<file path="src/rtl/alu_in_pkg_hdl.sv">
// Shared types for the alu_in responder: opcode and FSM state encodings.
package alu_in_pkg_hdl;

   typedef enum logic [2:0] {
      no_op  = 3'd0,
      add_op = 3'd1,
      and_op = 3'd2,
      xor_op = 3'd3,
      mul_op = 3'd4
   } alu_in_op_t;

   typedef enum logic {
      S_IDLE = 1'b0,
      S_EXEC = 1'b1
   } alu_in_resp_state_t;

   // Reserved opcodes 5-7 behave like no_op: they occupy the FSM but never pulse done.
   function automatic logic is_result_op(input logic [2:0] o);
      return (o == add_op) || (o == and_op) || (o == xor_op) || (o == mul_op);
   endfunction

endpackage

</file>
<file path="src/rtl/alu_in_resp_fifo.sv">
// Synchronous FIFO for queued {op,a,b} requests; pointers wrap modulo DEPTH (power of 2).
module alu_in_resp_fifo #(
   parameter int DATA_W = 19,
   parameter int DEPTH  = 2,
   localparam int PTR_W = $clog2(DEPTH),
   localparam int CNT_W = PTR_W + 1
) (
   input  logic              clk,
   input  logic              clr,
   input  logic              push,
   input  logic              pop,
   input  logic [DATA_W-1:0] wdata,
   output logic [DATA_W-1:0] rdata,
   output logic [CNT_W-1:0]  count,
   output logic              full,
   output logic              empty
);

   logic [DATA_W-1:0] mem [DEPTH];
   logic [PTR_W-1:0]  wr_ptr, rd_ptr;
   logic              push_ok, pop_ok;

   assign full    = (count == CNT_W'(DEPTH));
   assign empty   = (count == '0);
   assign push_ok = push & ~full;
   assign pop_ok  = pop & ~empty;
   assign rdata   = mem[rd_ptr];

   always_ff @(posedge clk) begin
      if (clr) begin
         wr_ptr <= '0;
         rd_ptr <= '0;
         count  <= '0;
      end else begin
         if (push_ok) begin
            mem[wr_ptr] <= wdata;
            wr_ptr      <= wr_ptr + 1'b1;
         end
         if (pop_ok)
            rd_ptr <= rd_ptr + 1'b1;
         count <= count + CNT_W'(push_ok) - CNT_W'(pop_ok);
      end
   end

endmodule

</file>
<file path="src/rtl/alu_in_responder.sv">
// Responder end of the alu_in bus: queues ops, executes add/and/xor/mul, pulses done.
// Optional ALU_IN_RESP_STATS_EN adds saturating accept/overrun counters.
import alu_in_pkg_hdl::*;

module alu_in_responder #(
   parameter int ALU_IN_OP_WIDTH = 8,
   parameter int FIFO_DEPTH      = 2,
   parameter int MUL_LATENCY     = 3
) (
   input  logic                         clk,
   input  logic                         rst,
   input  logic                         alu_rst,
   input  logic                         valid,
   input  alu_in_op_t                   op,
   input  logic [ALU_IN_OP_WIDTH-1:0]   a,
   input  logic [ALU_IN_OP_WIDTH-1:0]   b,
   output logic                         ready,
   output logic                         done,
`ifdef ALU_IN_RESP_STATS_EN
   output logic [15:0]                  stat_accept_cnt,
   output logic [15:0]                  stat_overrun_cnt,
`endif
   output logic [2*ALU_IN_OP_WIDTH-1:0] result
);

   localparam int W     = ALU_IN_OP_WIDTH;
   localparam int DW    = 3 + 2*W;
   localparam int CNT_W = $clog2(FIFO_DEPTH) + 1;
   localparam int LAT_W = $clog2(MUL_LATENCY + 1);

   logic               clr, push, pop;
   logic               fifo_full, fifo_empty;
   logic [DW-1:0]      fifo_rdata;
   logic [CNT_W-1:0]   fifo_count, fifo_count_next;

   alu_in_resp_state_t state, state_next;
   logic [LAT_W-1:0]   cnt, cnt_next;
   logic [2:0]         op_q, op_next;
   logic [W-1:0]       a_q, b_q, a_next, b_next;
   logic               done_next;
   logic [2*W-1:0]     result_next;

   // Either reset source flushes the queue and in-flight op; stats only follow rst.
   assign clr  = rst | alu_rst;
   assign push = valid & ready & ~fifo_full & ~clr;
   assign pop  = (state == S_IDLE) & ~fifo_empty & ~clr;
   assign fifo_count_next = fifo_count + CNT_W'(push) - CNT_W'(pop);

   alu_in_resp_fifo #(.DATA_W(DW), .DEPTH(FIFO_DEPTH)) u_fifo (
      .clk   (clk),
      .clr   (clr),
      .push  (push),
      .pop   (pop),
      .wdata ({op, a, b}),
      .rdata (fifo_rdata),
      .count (fifo_count),
      .full  (fifo_full),
      .empty (fifo_empty)
   );

   function automatic logic [2*W-1:0] alu_calc(input logic [2:0] o,
                                               input logic [W-1:0] x, y);
      case (o)
         add_op:  return {{(W-1){1'b0}}, {1'b0, x} + {1'b0, y}};
         and_op:  return {{W{1'b0}}, x & y};
         xor_op:  return {{W{1'b0}}, x ^ y};
         mul_op:  return (2*W)'(x) * (2*W)'(y);
         default: return '0;
      endcase
   endfunction

   always_comb begin
      state_next  = state;
      cnt_next    = cnt;
      op_next     = op_q;
      a_next      = a_q;
      b_next      = b_q;
      done_next   = 1'b0;
      result_next = result;
      case (state)
         S_IDLE: begin
            if (!fifo_empty) begin
               op_next    = fifo_rdata[DW-1 -: 3];
               a_next     = fifo_rdata[2*W-1 -: W];
               b_next     = fifo_rdata[W-1:0];
               cnt_next   = (op_next == mul_op) ? LAT_W'(MUL_LATENCY) : LAT_W'(1);
               state_next = S_EXEC;
            end
         end
         S_EXEC: begin
            if (cnt == LAT_W'(1)) begin
               state_next = S_IDLE;
               if (is_result_op(op_q)) begin
                  done_next   = 1'b1;
                  result_next = alu_calc(op_q, a_q, b_q);
               end
            end else begin
               cnt_next = cnt - 1'b1;
            end
         end
         default: state_next = S_IDLE;
      endcase
   end

   always_ff @(posedge clk) begin
      if (clr) begin
         state  <= S_IDLE;
         cnt    <= '0;
         op_q   <= '0;
         a_q    <= '0;
         b_q    <= '0;
         done   <= 1'b0;
         result <= '0;
         ready  <= 1'b0;
      end else begin
         state  <= state_next;
         cnt    <= cnt_next;
         op_q   <= op_next;
         a_q    <= a_next;
         b_q    <= b_next;
         done   <= done_next;
         result <= result_next;
         ready  <= (fifo_count_next < CNT_W'(FIFO_DEPTH));
      end
   end

`ifdef ALU_IN_RESP_STATS_EN
   always_ff @(posedge clk) begin
      if (rst) begin
         stat_accept_cnt  <= '0;
         stat_overrun_cnt <= '0;
      end else begin
         if (push && stat_accept_cnt != 16'hFFFF)
            stat_accept_cnt <= stat_accept_cnt + 16'd1;
         if (valid && !ready && stat_overrun_cnt != 16'hFFFF)
            stat_overrun_cnt <= stat_overrun_cnt + 16'd1;
      end
   end
`endif

endmodule

</file>
<file path="config.mk">
export PLATFORM = sky130hd
export DESIGN_NAME = alu_in_responder
export DESIGN_NICKNAME = d
export VERILOG_FILES = /design/src/rtl/alu_in_pkg_hdl.sv /design/src/rtl/alu_in_resp_fifo.sv /design/src/rtl/alu_in_responder.sv
export SDC_FILE = /design/constraint.sdc
export NUM_CORES = 1
export LEC_CHECK = 0
export ABC_CLOCK_PERIOD_IN_PS = 7040
export CAP_MARGIN = 10
export CORE_ASPECT_RATIO = 0.5
export CORE_MARGIN = 3
export CORE_UTILIZATION = 45
export DETAILED_ROUTE_END_ITERATION = 10
export PLACE_DENSITY = 0.7
export SETUP_SLACK_MARGIN = 0.02
export SYNTH_ARGS = -nofsm -noshare
export SYNTH_HDL_FRONTEND = slang
export SYNTH_HIERARCHICAL = 1
export SYNTH_SLANG_ARGS = --single-unit
</file>
<file path="constraint.sdc">
create_clock -name clk -period 7.04 [get_ports clk]
set_input_delay 0.704 -clock clk [delete_from_list [all_inputs] [get_ports clk]]
set_output_delay 0.704 -clock clk [all_outputs]
set_load 0.03 [all_outputs]
</file>
==> parameters.txt <==
Parameter                              Value

Global routing
  Via count of the first global-routing pass    3894
  Global-route wire length before repair    20100 um
  Total grt overflow    0
  Pin count of the biggest net entering global routing    38
  GRT Overall Usage    18.4%
  Number of antenna violations at the first check in global routing    0

Synth
  Library cell with the highest instance count after synthesis    sky130_fd_sc_hd__nand2_1
  Count of flip-flops with a built-in enable after synthesis    38
  Fraction of post-synthesis cell area in the top cell type by area    20.2%
  Leading cell types by total area after synthesis    sky130_fd_sc_hd__edfxtp_1 20%, sky130_fd_sc_hd__dfxtp_1 16%, sky130_fd_sc_hd__fa_1 13%
  Share of flip-flops with an asynchronous set or reset after synthesis    0%
  Primary FF master, synth    sky130_fd_sc_hd__dfxtp_1
  Average footprint of a synthesized cell    10.2 sq um
  Number of warnings issued by yosys    6
  Commonest cells in the netlist    60 x sky130_fd_sc_hd__nand2_1, 55 x sky130_fd_sc_hd__inv_1, 48 x sky130_fd_sc_hd__ha_1, 47 x sky130_fd_sc_hd__and2_1, 45 x sky130_fd_sc_hd__dfxtp_1
  Post-synthesis instance area    0.00565 sq mm
  Syn_nets    663
  Total of flip-flops plus latches after synthesis    83
  Post-synthesis cell count    555
  Yosys cell types    57
  Portion of the post-synthesis area used by sequential elements    36.1%
  Yosys top cell by area    sky130_fd_sc_hd__edfxtp_1

Finish
  Number of filler instances in the final layout    1091
  Layout Nets    703
  Antenna Diode Count    0
  Fraction of final layout cells sized beyond drive strength 1    9.50%
  Post-layout utilization of the core    54.0%
  Post-route design area    0.00651 sq mm
  Storage element area    0.00204 sq mm
  Area delta synth->final    15.2%
  Area taken by multi-input logic gates    0.00333 sq mm

Placed design
  Cell area after placement    0.00621 sq mm
  Count of buffers inserted at the top-level ports    40
  GPL Wtd Cong    0.874
  Dpl hpwl    9210 um

Power and ir drop
  Power per Cell Area    155 mW/mm^2
  Internal power of the cells    770 uW
  Switching power of the nets    241 uW
  Leak pwr    0.00277 uW
  Part of the power in registers    50.0%
  Combinational Power Share    2.5%
  Worst VDD drop    0.103 mV
  Clock network fraction of design power    47.6%
  Power consumption    1010 uW
  Switching share of power    23.8%

Timing
  Max-slew violation total from the final report    0
  Final-report setup violation count    0
  Sum Neg Setup Slack    0 ps
  Timing-limited maximum frequency    0.216 GHz
  Fin Clk Skew    14.2 ps
  Worst Tran Pin Value    1120 ps
  Min Clock Period, post-route    4620 ps
  Setup repair after global routing missed its margin    no
  Slew Limit Headroom    24.8%
  Final worst-path cycle share    65.6%
  Final hold viol count    0

Die
  Horiz. Die Dim    164 um
  Boundary pin count    41
  Floorplan die height    85.2 um
  Placement Rows    28
  Floorplan Core Area    0.0121 sq mm
  Total Die Area    0.0140 sq mm
  Initial Utilization    46.9%

Critical path
  Kind of cell adding the most delay to the critical path    adder cells
  Required time reported for the critical path endpoint    7260 ps
  Internal reg-to-reg setup slack    2420 ps
  Largest fanout of any net on the critical path    9
  Delay of the slowest cell on the worst path    540 ps
  Data arrival at the endpoint of the critical path    4840 ps
  Number of buffer and inverter instances along the worst setup path    2
  Startpoint type of the worst setup path    flip-flop
  Critical Path End Type    flip-flop
  Critical path start-end classification    flip-flop to flip-flop
  Cell breakdown of the critical path    ha_1 -> fa_1 -> fa_1 -> fa_1 -> inv_1 -> fa_1 -> inv_1 -> ha_1 -> and3_4 -> a221oi_2 -> and3b_1 -> a211oi_2 -> xnor2_1 -> o21ai_1
  Library cell appearing most often on the critical path    sky130_fd_sc_hd__fa_1
  Critical-path cell with the highest stage delay    sky130_fd_sc_hd__fa_1

Clocking
  # Post-CTS Setup Buffers    0
  Register clock-pin slew on the reported worst setup and hold paths    80 ps
  Num CTS Buffers    9
  Hold-fix buffers, CTS    0
  Worst-skew pair later-pin latency    350 ps
  Number of sinks driven by the clock tree    83
  Depth of the CTS H-tree    3
  CTS tree    done
  Clock tree buffer depth    2
  CTS root buffer    sky130_fd_sc_hd__clkbuf_16
  Quantity of gates resized following cts    0

Drt
  Topmost layer with routed signal wires    met4
  Via-to-Cell Ratio    5.12
  Per-cell routed wire length    15.8 um
  Met3 routed WL    770 um
  Remaining design rule violation count    0
  Total vias in the final route    3918
  DRT Pass-1 Iters    4
  First DRT Iteration DRCs    274
  Amount of wire on met2 after detailed routing    5300 um
  Final ANT Viol Nets    0
  Total routed wire length on the met1 layer    6030 um
  Total length of routed wires    12100 um

Job
  Count of maximum capacitance violations    0

Run status
  Run status    finished, final reports clean

Min path
  Type of the most critical hold path    flip-flop to flip-flop
## placed cells by master (no fill, tap or decap), types with 4 or more instances in the layout
master and instances:
sky130_fd_sc_hd__inv_1 55, sky130_fd_sc_hd__nor2_1 30, sky130_fd_sc_hd__mux2_2 21, sky130_fd_sc_hd__clkdlybuf4s50_1 40, sky130_fd_sc_hd__fa_1 37, sky130_fd_sc_hd__mux2i_1 5
sky130_fd_sc_hd__xor2_1 11, sky130_fd_sc_hd__xnor2_1 6, sky130_fd_sc_hd__o21ai_0 22, sky130_fd_sc_hd__ha_1 48, sky130_fd_sc_hd__dfxtp_1 45, sky130_fd_sc_hd__nor3_1 4
sky130_fd_sc_hd__a21oi_1 39, sky130_fd_sc_hd__a21o_1 8, sky130_fd_sc_hd__and2_1 47, sky130_fd_sc_hd__nor2b_1 4, sky130_fd_sc_hd__nand2_1 60, sky130_fd_sc_hd__edfxtp_1 38
sky130_fd_sc_hd__clkbuf_16 9, sky130_fd_sc_hd__a211oi_1 9
## metrics by stage
stage                     instances  worst slack (ps)  hold WS, ps
after floorplan                 555              2710          478
after global placement          749              2530          443
after detailed placement        749              2430          451
after CTS                       765              2400          469
after global routing            765              2180          489
final                           765              2420          457
## layer usage
layer | track usage [%] | vias to the layer above
li1 | - | 1978
met1 | 27.3 | 1843
met2 | 27.7 | 95
met3 | 4.83 | 2
met4 | 3.20 | 0
met5 | 0 | -
## worst min-delay path: stages (launching register included)
cell,delay (ps)
sky130_fd_sc_hd__dfxtp_1,330
sky130_fd_sc_hd__nand2_1,40
sky130_fd_sc_hd__o21ai_0,50
## cell families (layout without fill, tap and decap cells)
kind of cell	count (synthesis)	count (layout)	share of synthesized area [%]
adder cells (fa/ha/maj)	85	85	23.7
flip-flops	83	83	36.1
multiplexers	27	27	5.34
XOR/XNOR	17	17	2.63
buffers and inverters	69	114	5.09
AND/OR/NAND/NOR	167	167	15.1
AO/OA/AOI/OAI	107	107	12.0
## sequential cells by signal, summed over array words and instances (netlist names), named ones only
| register | cells |
|---|---|
| u_fifo/mem | 38 |
| result | 16 |
| a_q | 8 |
| b_q | 8 |
| op_q | 3 |
| cnt | 2 |
| u_fifo/count | 2 |
| done | 1 |
| ready | 1 |
| state | 1 |
| u_fifo/rd_ptr | 1 |
| u_fifo/wr_ptr | 1 |
## layout make-up
| class | instances | area share, % |
|---|---|---|
| clock inverter | 7 | 1.17 |
| multi-input combinational | 403 | 51.2 |
| sequential | 83 | 31.4 |
| clock buffer | 9 | 3.46 |
| tap | 165 | 3.17 |
| inverter | 55 | 3.17 |
| timing repair buffer | 43 | 6.50 |
## power by group through the flow
| stage | combinational, uW | clock, uW | sequential (uW) |
|---|---|---|---|
| 4_1_cts | 25.1 | 494 | 505 |
| 6_report | 24.9 | 481 | 505 |
| 5_1_grt | 27.0 | 513 | 505 |
| 2_1_floorplan | 7.18 | 0 | 516 |
| 3_3_place_gp | 24.5 | 0 | 516 |
| 3_5_place_dp | 25.0 | 0 | 516 |
## final timing paths
check / start / end / cells past startpoint
hold reg to reg: result[13] / result[13] / 2
hold / removal: result[13] / result[13] / 2
setup / recovery: b_q[4] / result[15] / 14
setup reg to reg: b_q[4] / result[15] / 14
Note: power is estimated with default switching activity, not from simulation.
